$ cat config.mk
export PLATFORM = sky130hd
export DESIGN_NAME = config_sequencer
export DESIGN_NICKNAME = d
export VERILOG_FILES = /design/src/rtl/config_sequencer.sv
export SDC_FILE = /design/constraint.sdc
export NUM_CORES = 1
export LEC_CHECK = 0
export CAP_MARGIN = 10
export CELL_PAD_IN_SITES_DETAIL_PLACEMENT = 1
export CELL_PAD_IN_SITES_GLOBAL_PLACEMENT = 1
export CORE_ASPECT_RATIO = 1.5
export CORE_MARGIN = 3
export CORE_UTILIZATION = 41
export CTS_BUF_LIST = sky130_fd_sc_hd__clkbuf_4 sky130_fd_sc_hd__clkbuf_8
export DETAILED_ROUTE_END_ITERATION = 7
export PLACE_DENSITY_LB_ADDON = 0.12
export SYNTH_ARGS = -nofsm -noshare
export SYNTH_HDL_FRONTEND = slang
export SYNTH_SLANG_ARGS = --single-unit
$ cat constraint.sdc
create_clock -name clk -period 3.2 [get_ports clk]
set_clock_uncertainty 0.2 [all_clocks]
set_input_delay 0.32 -clock clk [delete_from_list [all_inputs] [get_ports clk]]
set_output_delay 0.32 -clock clk [all_outputs]
set_load 0.005 [all_outputs]
$ cat src/rtl/config_sequencer.sv
// Streams NTILES connection-block config frames in WORD-wide pieces and strobes each tile's cset.
// Define CFG_PARITY_EN to append a per-frame XOR check word (adds CHECK and ERR states).
module config_sequencer #(
  parameter int unsigned CONF_WIDTH = 288,
  parameter int unsigned WORD       = 8,
  parameter int unsigned NTILES     = 4
) (
  input  logic                  clk,
  input  logic                  rst,
  input  logic                  start,
  input  logic [WORD-1:0]       in_data,
  input  logic                  in_valid,
  output logic                  in_ready,
  output logic [CONF_WIDTH-1:0] c,
  output logic [NTILES-1:0]     cset,
  output logic                  busy,
  output logic                  done,
  output logic                  err
);

  localparam int unsigned WPF = (CONF_WIDTH + WORD - 1) / WORD;
  localparam int unsigned WCW = (WPF > 1) ? $clog2(WPF) : 1;
  localparam int unsigned TW  = (NTILES > 1) ? $clog2(NTILES) : 1;

  localparam logic [WCW-1:0] LastWord = WCW'(WPF - 1);
  localparam logic [TW-1:0]  LastTile = TW'(NTILES - 1);

`ifdef CFG_PARITY_EN
  typedef enum logic [2:0] {StIdle, StLoad, StCheck, StCommit, StDone, StErr} state_e;
  logic [WORD-1:0] acc;
`else
  typedef enum logic [1:0] {StIdle, StLoad, StCommit, StDone} state_e;
`endif

  state_e         state;
  logic [WCW-1:0] word_cnt;
  logic [TW-1:0]  tile;

  // All outputs are registered and updated alongside the state so they always match it.
  always_ff @(posedge clk) begin
    if (rst) begin
      state    <= StIdle;
      word_cnt <= '0;
      tile     <= '0;
      c        <= '0;
      cset     <= '0;
      in_ready <= 1'b0;
      busy     <= 1'b0;
      done     <= 1'b0;
      err      <= 1'b0;
`ifdef CFG_PARITY_EN
      acc      <= '0;
`endif
    end else begin
      cset <= '0;
      done <= 1'b0;
      case (state)
        StIdle: begin
          if (start) begin
            state    <= StLoad;
            word_cnt <= '0;
            tile     <= '0;
            in_ready <= 1'b1;
            busy     <= 1'b1;
          end
        end
        StLoad: begin
          if (in_valid) begin
            // Bits of the final word that fall beyond the frame are dropped.
            for (int j = 0; j < WORD; j++) begin
              if ((32'(word_cnt) * WORD + 32'(j)) < CONF_WIDTH) begin
                c[32'(word_cnt) * WORD + 32'(j)] <= in_data[j];
              end
            end
`ifdef CFG_PARITY_EN
            acc <= (word_cnt == '0) ? in_data : (acc ^ in_data);
`endif
            if (word_cnt == LastWord) begin
`ifdef CFG_PARITY_EN
              state    <= StCheck;
`else
              state    <= StCommit;
              in_ready <= 1'b0;
              cset     <= NTILES'(1) << tile;
`endif
            end else begin
              word_cnt <= word_cnt + 1'b1;
            end
          end
        end
`ifdef CFG_PARITY_EN
        StCheck: begin
          if (in_valid) begin
            in_ready <= 1'b0;
            if (in_data == acc) begin
              state <= StCommit;
              cset  <= NTILES'(1) << tile;
            end else begin
              state <= StErr;
              err   <= 1'b1;
            end
          end
        end
        StErr: begin
          if (start) begin
            state    <= StLoad;
            err      <= 1'b0;
            word_cnt <= '0;
            tile     <= '0;
            in_ready <= 1'b1;
          end
        end
`endif
        StCommit: begin
          if (tile == LastTile) begin
            state <= StDone;
            done  <= 1'b1;
          end else begin
            state    <= StLoad;
            tile     <= tile + 1'b1;
            word_cnt <= '0;
            in_ready <= 1'b1;
          end
        end
        StDone: begin
          state <= StIdle;
          busy  <= 1'b0;
        end
        default: begin
          state    <= StIdle;
          in_ready <= 1'b0;
          busy     <= 1'b0;
        end
      endcase
    end
  end

endmodule
==> results.md, run 1 <==
* Status: completed
* Psw at 1.74 mW
* Main synth FF type: dfxtp_1
* Placed cells at 1,754
* Clock power frac at 46.4%
* Setup CP Type: reg2reg
* Final ANT Viol Nets at 0
* Min Hold Slack at 0.122 ns
* Die Height at 212 um
* Fin worst setup slack at 0.517 ns
* Gate Count Post-Synth at 1,177
* Vias in the first global route at 9,723
* P&R area growth vs syn at 37.1%
* Max Cap Viol at 0
* Largest net degree at the start of global routing at 115
* PwrDens at 480 nW/um2
* Most common cell after layout, fill and taps aside: dfxtp_1
* Endpoints failing hold at 0
* Post-route minimum period at 2.68 ns
* Cell variety after synth at 52
* Worst slew pin tran at 1.01 ns
* Synthesized Nets at 1,191
* Fmax achieved at 0.373 GHz
* Final Cell Area at 15,900 um2
* Area after DPL at 14,900 um2
* Total number of H-tree levels at 2
* Initial antenna violation count at 0
* Row cnt at 74
* CP Launch Type: register
* Synthesized cell area at 11,600 um2
* Cell-internal power at 5.90 mW
* VDD IR max at 0.000311 V
* Routed WL at 37.7 mm
* Critical path data arrival time at 2.91 ns
* Leakage power total at 5.86 nW
* TritonCTS clock tree: built
* Setup Buffers After CTS at 0
* Synth async-reset ratio at 0%
* Worst Path Required at 3.42 ns
* Filler cells at 3,081
* Routed len/inst at 20.5 um
* Chip width at 143 um
* RD Place Congestion at 0.831
* Post-Route Setup TNS at 0 ns
* Gr usage total at 24.1%
* Synth warn at 0
* Final slew viol count at 0
* DRC errors left at 0
* Top-Level Pins at 308
* Core ar. at 27,600 um2
* Grt ovf at 0
* Fraction of layout cells with a size suffix above 1 at 10.3%
* Logic pwr share at 3.6%
* Nets at 1,475
* Detailed Routing Iterations Pass 1 at 4
* Clock sinks at 305
* DP HPWL at 24.9 mm
* Port-buffer cells at 306
* Via density per instance at 5.04
* Hold buffer count at cts at 0
* Starting density of the core at 42.1%
* Total Die Area at 30,400 um2
* Sequential share of the synthesized area at 52.6%
* Rel. slew slack at 32.4%
* Sw frac at 22.7%
* Placement Setup Slack at 0.511 ns
* Worst-Skew Late Latency at 0.56 ns
* First-pass GRT wire length at 57.1 mm
* Clock transition at path regs at 0.07 ns
* Final period util at 83.9%
* RSZ-0062 raised after global routing: false
* Initial drt markers at 359
* Worst Hold Class: in2reg
* Final Setup Violations at 0
* PostCTS Resize Cnt at 0
* Post-Layout Cell Count at 1,836
* Total power at 7.64 mW
* #FFs+latches synth at 305
* Post-synth EDFFs at 0
* Seq pwr share at 50.0%
* Commonest non-fill, non-tap cells in the layout: dfxtp_1 (305), clkdlybuf4s50_1 (298), nor2_1 (238)
* Syn Area/Cell at 9.86 um2
* Critical Path Sink Type: register
* Vias post-DR at 9,258
* Clk buf depth at 3
* Core Util, Final at 57.7%
* Num CTS Buffers at 47
* ANT cells at 0
* CTS Root Buffer Type: clkbuf_8
* Worst-path fanout max at 17
-- final timing paths --
| path | from | end | slack [ns] | depth (start not counted) |
|---|---|---|---|---|
| worst max-delay path | state[0]$_SDFFE_PP0P_ | c[123]$_SDFFE_PP0P_ | 0.52 | 5 |
| worst min register to register | c[18]$_SDFFE_PP0P_ | c[18]$_SDFFE_PP0P_ | 0.25 | 2 |
| worst min-delay path | rst | c[44]$_SDFFE_PP0P_ | 0.12 | 2 |
| worst max register to register | state[0]$_SDFFE_PP0P_ | c[123]$_SDFFE_PP0P_ | 0.52 | 5 |
-- cell families (layout without fill, tap and decap cells) --
logic type                 count (synthesis)  after routing  synth area share, %
adders and majority gates                  2              2                0.216
and+or+nand+nor                          455            455                 19.7
DFF                                      305            305                 52.6
other                                      1              1               0.0323
muxes                                    228            228                 19.7
buffers and inverters                    104            421                 3.88
AOI/OAI and AO/OA                         82             82                 3.88
-- power groups by stage --
| stage | Clock (mW) | Combinational [mW] | Sequential, mW |
|---|---|---|---|
| 6_report | 3.55 | 0.273 | 3.82 |
| 5_1_grt | 3.80 | 0.293 | 3.82 |
| 4_1_cts | 3.64 | 0.276 | 3.82 |
| 3_5_place_dp | 0 | 0.275 | 3.90 |
| 3_3_place_gp | 0 | 0.273 | 3.90 |
| 2_1_floorplan | 0 | 0.170 | 3.90 |
-- cell usage after synthesis (5+ instances only) --
library cell  instances  area [um2]
nand2_1              99         372
a21oi_1              38         190
clkbuf_1             52         195
o21ai_0              28         140
nand2b_1             34         213
nor3b_1               5        37.5
dfxtp_1             305        6110
or3_1                10        62.6
mux2i_1             227        2270
buf_1                21        78.8
buf_2                24         120
nand3b_1              7        52.6
nor3_4               16         260
nor2_1              238         893
nand3_1               5        25.0
nor2b_1              11        68.8
-- registers in the layout, summed over array words and instances (netlist names) --
signal    cells
word_cnt      6
busy          1
in_ready      1
cset          4
tile          2
c           288
state         2
done          1
-- area by class of cell --
type | instances | area, um2 | share of cell area (%)
Clock buffer | 75 | 945 | 5.93
Clock inverter | 7 | 87.6 | 0.550
Inverter | 1 | 3.75 | 0.0236
Multi-Input combinational cell | 768 | 5060 | 31.8
Sequential cell | 305 | 6110 | 38.4
Tap cell | 342 | 428 | 2.69
Timing Repair Buffer | 338 | 3280 | 20.6
-- worst max-delay path, stage by stage (launching register included) --
cell,delay (ns)
dfxtp_1,0.74
nand4_2,0.41
buf_4,0.31
nor3_4,0.53
mux2i_1,0.28
nor2_1,0.06
-- routing by layer --
metal	vias to the layer above	global-route usage, %	wire, um
li1	4467	-	-
met1	4500	27.3	14700
met2	234	42.9	19400
met3	57	7.58	2510
met4	0	7.60	1050
met5	-	0	0
No activity file was read; power rests on OpenSTA's default activity.
==> run 2: changes to the inputs <==
- CORE_UTILIZATION: 41 -> 38
- clock period: 3.2 -> 2.65 ns (I/O delays scaled with it)
==> results.md, run 2 (synthesis results as in run 1) <==
* Status: completed (unchanged)
* Total Die Area at 32,700 um2 (was 30,400 um2)
* Fraction of layout cells with a size suffix above 1 at 12.3% (was 10.3%)
* Row cnt at 77 (was 74)
* Max Cap Viol at 0 (unchanged)
* ANT cells at 0 (unchanged)
* Most flops, register: c (unchanged)
* Worst path most repeated cell: buf_4
* RD Place Congestion at 0.810 (was 0.831)
* Post-Layout Cell Count at 1,926 (was 1,836)
* Commonest non-fill, non-tap cells in the layout: dfxtp_1 (305), clkdlybuf4s50_1 (298), nor2_1 (238) (unchanged)
* Worst slew pin tran at 0.661 ns (was 1.01 ns)
* Via density per instance at 4.89 (was 5.04)
* Rel. slew slack at 55.9% (was 32.4%)
* Critical path's largest stage delay at 0.72 ns (was 0.74 ns)
* Total number of H-tree levels at 2 (unchanged)
* Chip width at 149 um (was 143 um)
* Worst r2r src: word_cnt[2]$_SDFFE_PP0P_ (was state[0]$_SDFFE_PP0P_)
* Starting density of the core at 39.0% (was 42.1%)
* Fin worst setup slack at 0.213 ns (was 0.517 ns)
* Num CTS Buffers at 47 (unchanged)
* Placement Setup Slack at 0.0635 ns (was 0.511 ns)
* Worst-Skew Late Latency at 0.57 ns (was 0.56 ns)
* Detailed Routing Iterations Pass 1 at 4 (unchanged)
* DRC errors left at 0 (unchanged)
* DP HPWL at 26.0 mm (was 24.9 mm)
* Hold path startpoint: in_data[0] (was rst)
* Final ANT Viol Nets at 0 (unchanged)
* Critical path data arrival time at 2.67 ns (was 2.91 ns)
* Largest net degree at the start of global routing at 114 (was 115)
* P&R area growth vs syn at 40.6% (was 37.1%)
* Most common cell after layout, fill and taps aside: dfxtp_1 (unchanged)
* Final slew viol count at 0 (unchanged)
* Post-route minimum period at 2.44 ns (was 2.68 ns)
* Routed len/inst at 19.7 um (was 20.5 um)
* Post-Route Setup TNS at 0 ns (unchanged)
* Slowest cell on the critical path: dfxtp_1 (unchanged)
* Clk buf depth at 3 (unchanged)
* Placed cells at 1,841 (was 1,754)
* Clock transition at path regs at 0.07 ns (about the same)
* Final Setup Violations at 0 (unchanged)
* Number of flip-flops in the largest register at 288 (unchanged)
* Grt ovf at 0 (unchanged)
* TritonCTS clock tree: built (unchanged)
* CP Cell Sequence: buf_4 > nor2b_1 > or4b_1 > buf_4 > mux2i_1 > nor2_1 (was nand4_2 > buf_4 > nor3_4 > mux2i_1 > nor2_1)
* Setup Buffers After CTS at 0 (unchanged)
* PwrDens at 564 nW/um2 (was 480 nW/um2)
* Fmax achieved at 0.410 GHz (was 0.373 GHz)
* Final period util at 92.0% (was 83.9%)
* Initial drt markers at 329 (was 359)
* CP Launch Type: register (unchanged)
* Hold buffer count at cts at 3 (was 0)
* Endpoints failing hold at 0 (unchanged)
* Top-Level Pins at 308 (unchanged)
* Die Height at 220 um (was 212 um)
* Vias in the first global route at 9,988 (was 9,723)
* Worst-path fanout max at 14 (was 17)
* Vias post-DR at 9,418 (was 9,258)
* Clock sinks at 305 (unchanged)
* Port-buffer cells at 306 (unchanged)
* Min Hold Slack at 0.0380 ns (was 0.122 ns)
* RSZ-0062 raised after global routing: false (unchanged)
* CTS Root Buffer Type: clkbuf_8 (unchanged)
* Leakage power total at 6.07 nW (was 5.86 nW)
* Core ar. at 29,800 um2 (was 27,600 um2)
* Largest registers: c (288), word_cnt (6), cset (4) (unchanged)
* Initial antenna violation count at 0 (unchanged)
* Worst Path Required at 2.88 ns (was 3.42 ns)
* VDD IR max at 0.000411 V (was 0.000311 V)
* Critical Path Sink Type: register (unchanged)
* Core Util, Final at 54.8% (was 57.7%)
* Critical path launch point: word_cnt[2]$_SDFFE_PP0P_ (was state[0]$_SDFFE_PP0P_)
* Nets at 1,512 (was 1,475)
* Gr usage total at 22.8% (was 24.1%)
* Routed WL at 38.0 mm (was 37.7 mm)
* Worst Hold Class: in2reg (unchanged)
* Setup CP Type: reg2reg (unchanged)
* First-pass GRT wire length at 58.4 mm (was 57.1 mm)
* PostCTS Resize Cnt at 0 (unchanged)
-- run 2: worst paths after layout --
path,endpoint,depth (start not counted),slack (ns)
worst max-delay path,c[169]$_SDFFE_PP0P_,6,0.21
worst max register to register,c[169]$_SDFFE_PP0P_,6,0.21
worst min-delay path,c[280]$_SDFFE_PP0P_,3,0.04
worst min register to register,c[81]$_SDFFE_PP0P_,2,0.25
-- run 2: worst max-delay path, delay by kind of cell (launching register included) --
kind	cells	cell delay, ns
AND/OR/NAND/NOR	3	0.73
flip-flops	1	0.72
buffers and inverters	2	0.47
multiplexers	1	0.16
-- run 2: layout make-up --
cell class              instances  area, um2
fillers                      3313      13400
flip-flops and latches        305       6110
multi-input cells             768       5070
repair buffers                375       3620
clock buffers                  76        977
well taps                     395        494
clock inverters                 6       55.1
inverters                       1       3.75
-- run 2: power breakdown --
part           total, mW  leakage, nW  internal [mW]  switching (mW)
sequential          4.61         2.46           4.60          0.0145
clock               4.24        0.552           2.42            1.82
combinational      0.356         3.06          0.106           0.250
-- run 2: stage by stage --
stage               total power [mW]  instance area [um2]
floorplan                       4.91                11600
global placement                5.07                15300
detailed placement              5.07                15300
CTS                             9.34                16300
global route                    9.57                16300
finish                          9.21                16300
-- run 2: metal layers --
metal / up-vias / wire length [um] / track usage [%]
met5: - / 0 / 0
met4: 0 / 845 / 6.38
met3: 46 / 2450 / 6.81
met2: 224 / 19900 / 42.0
met1: 4608 / 14800 / 25.2
li1: 4540 / - / -
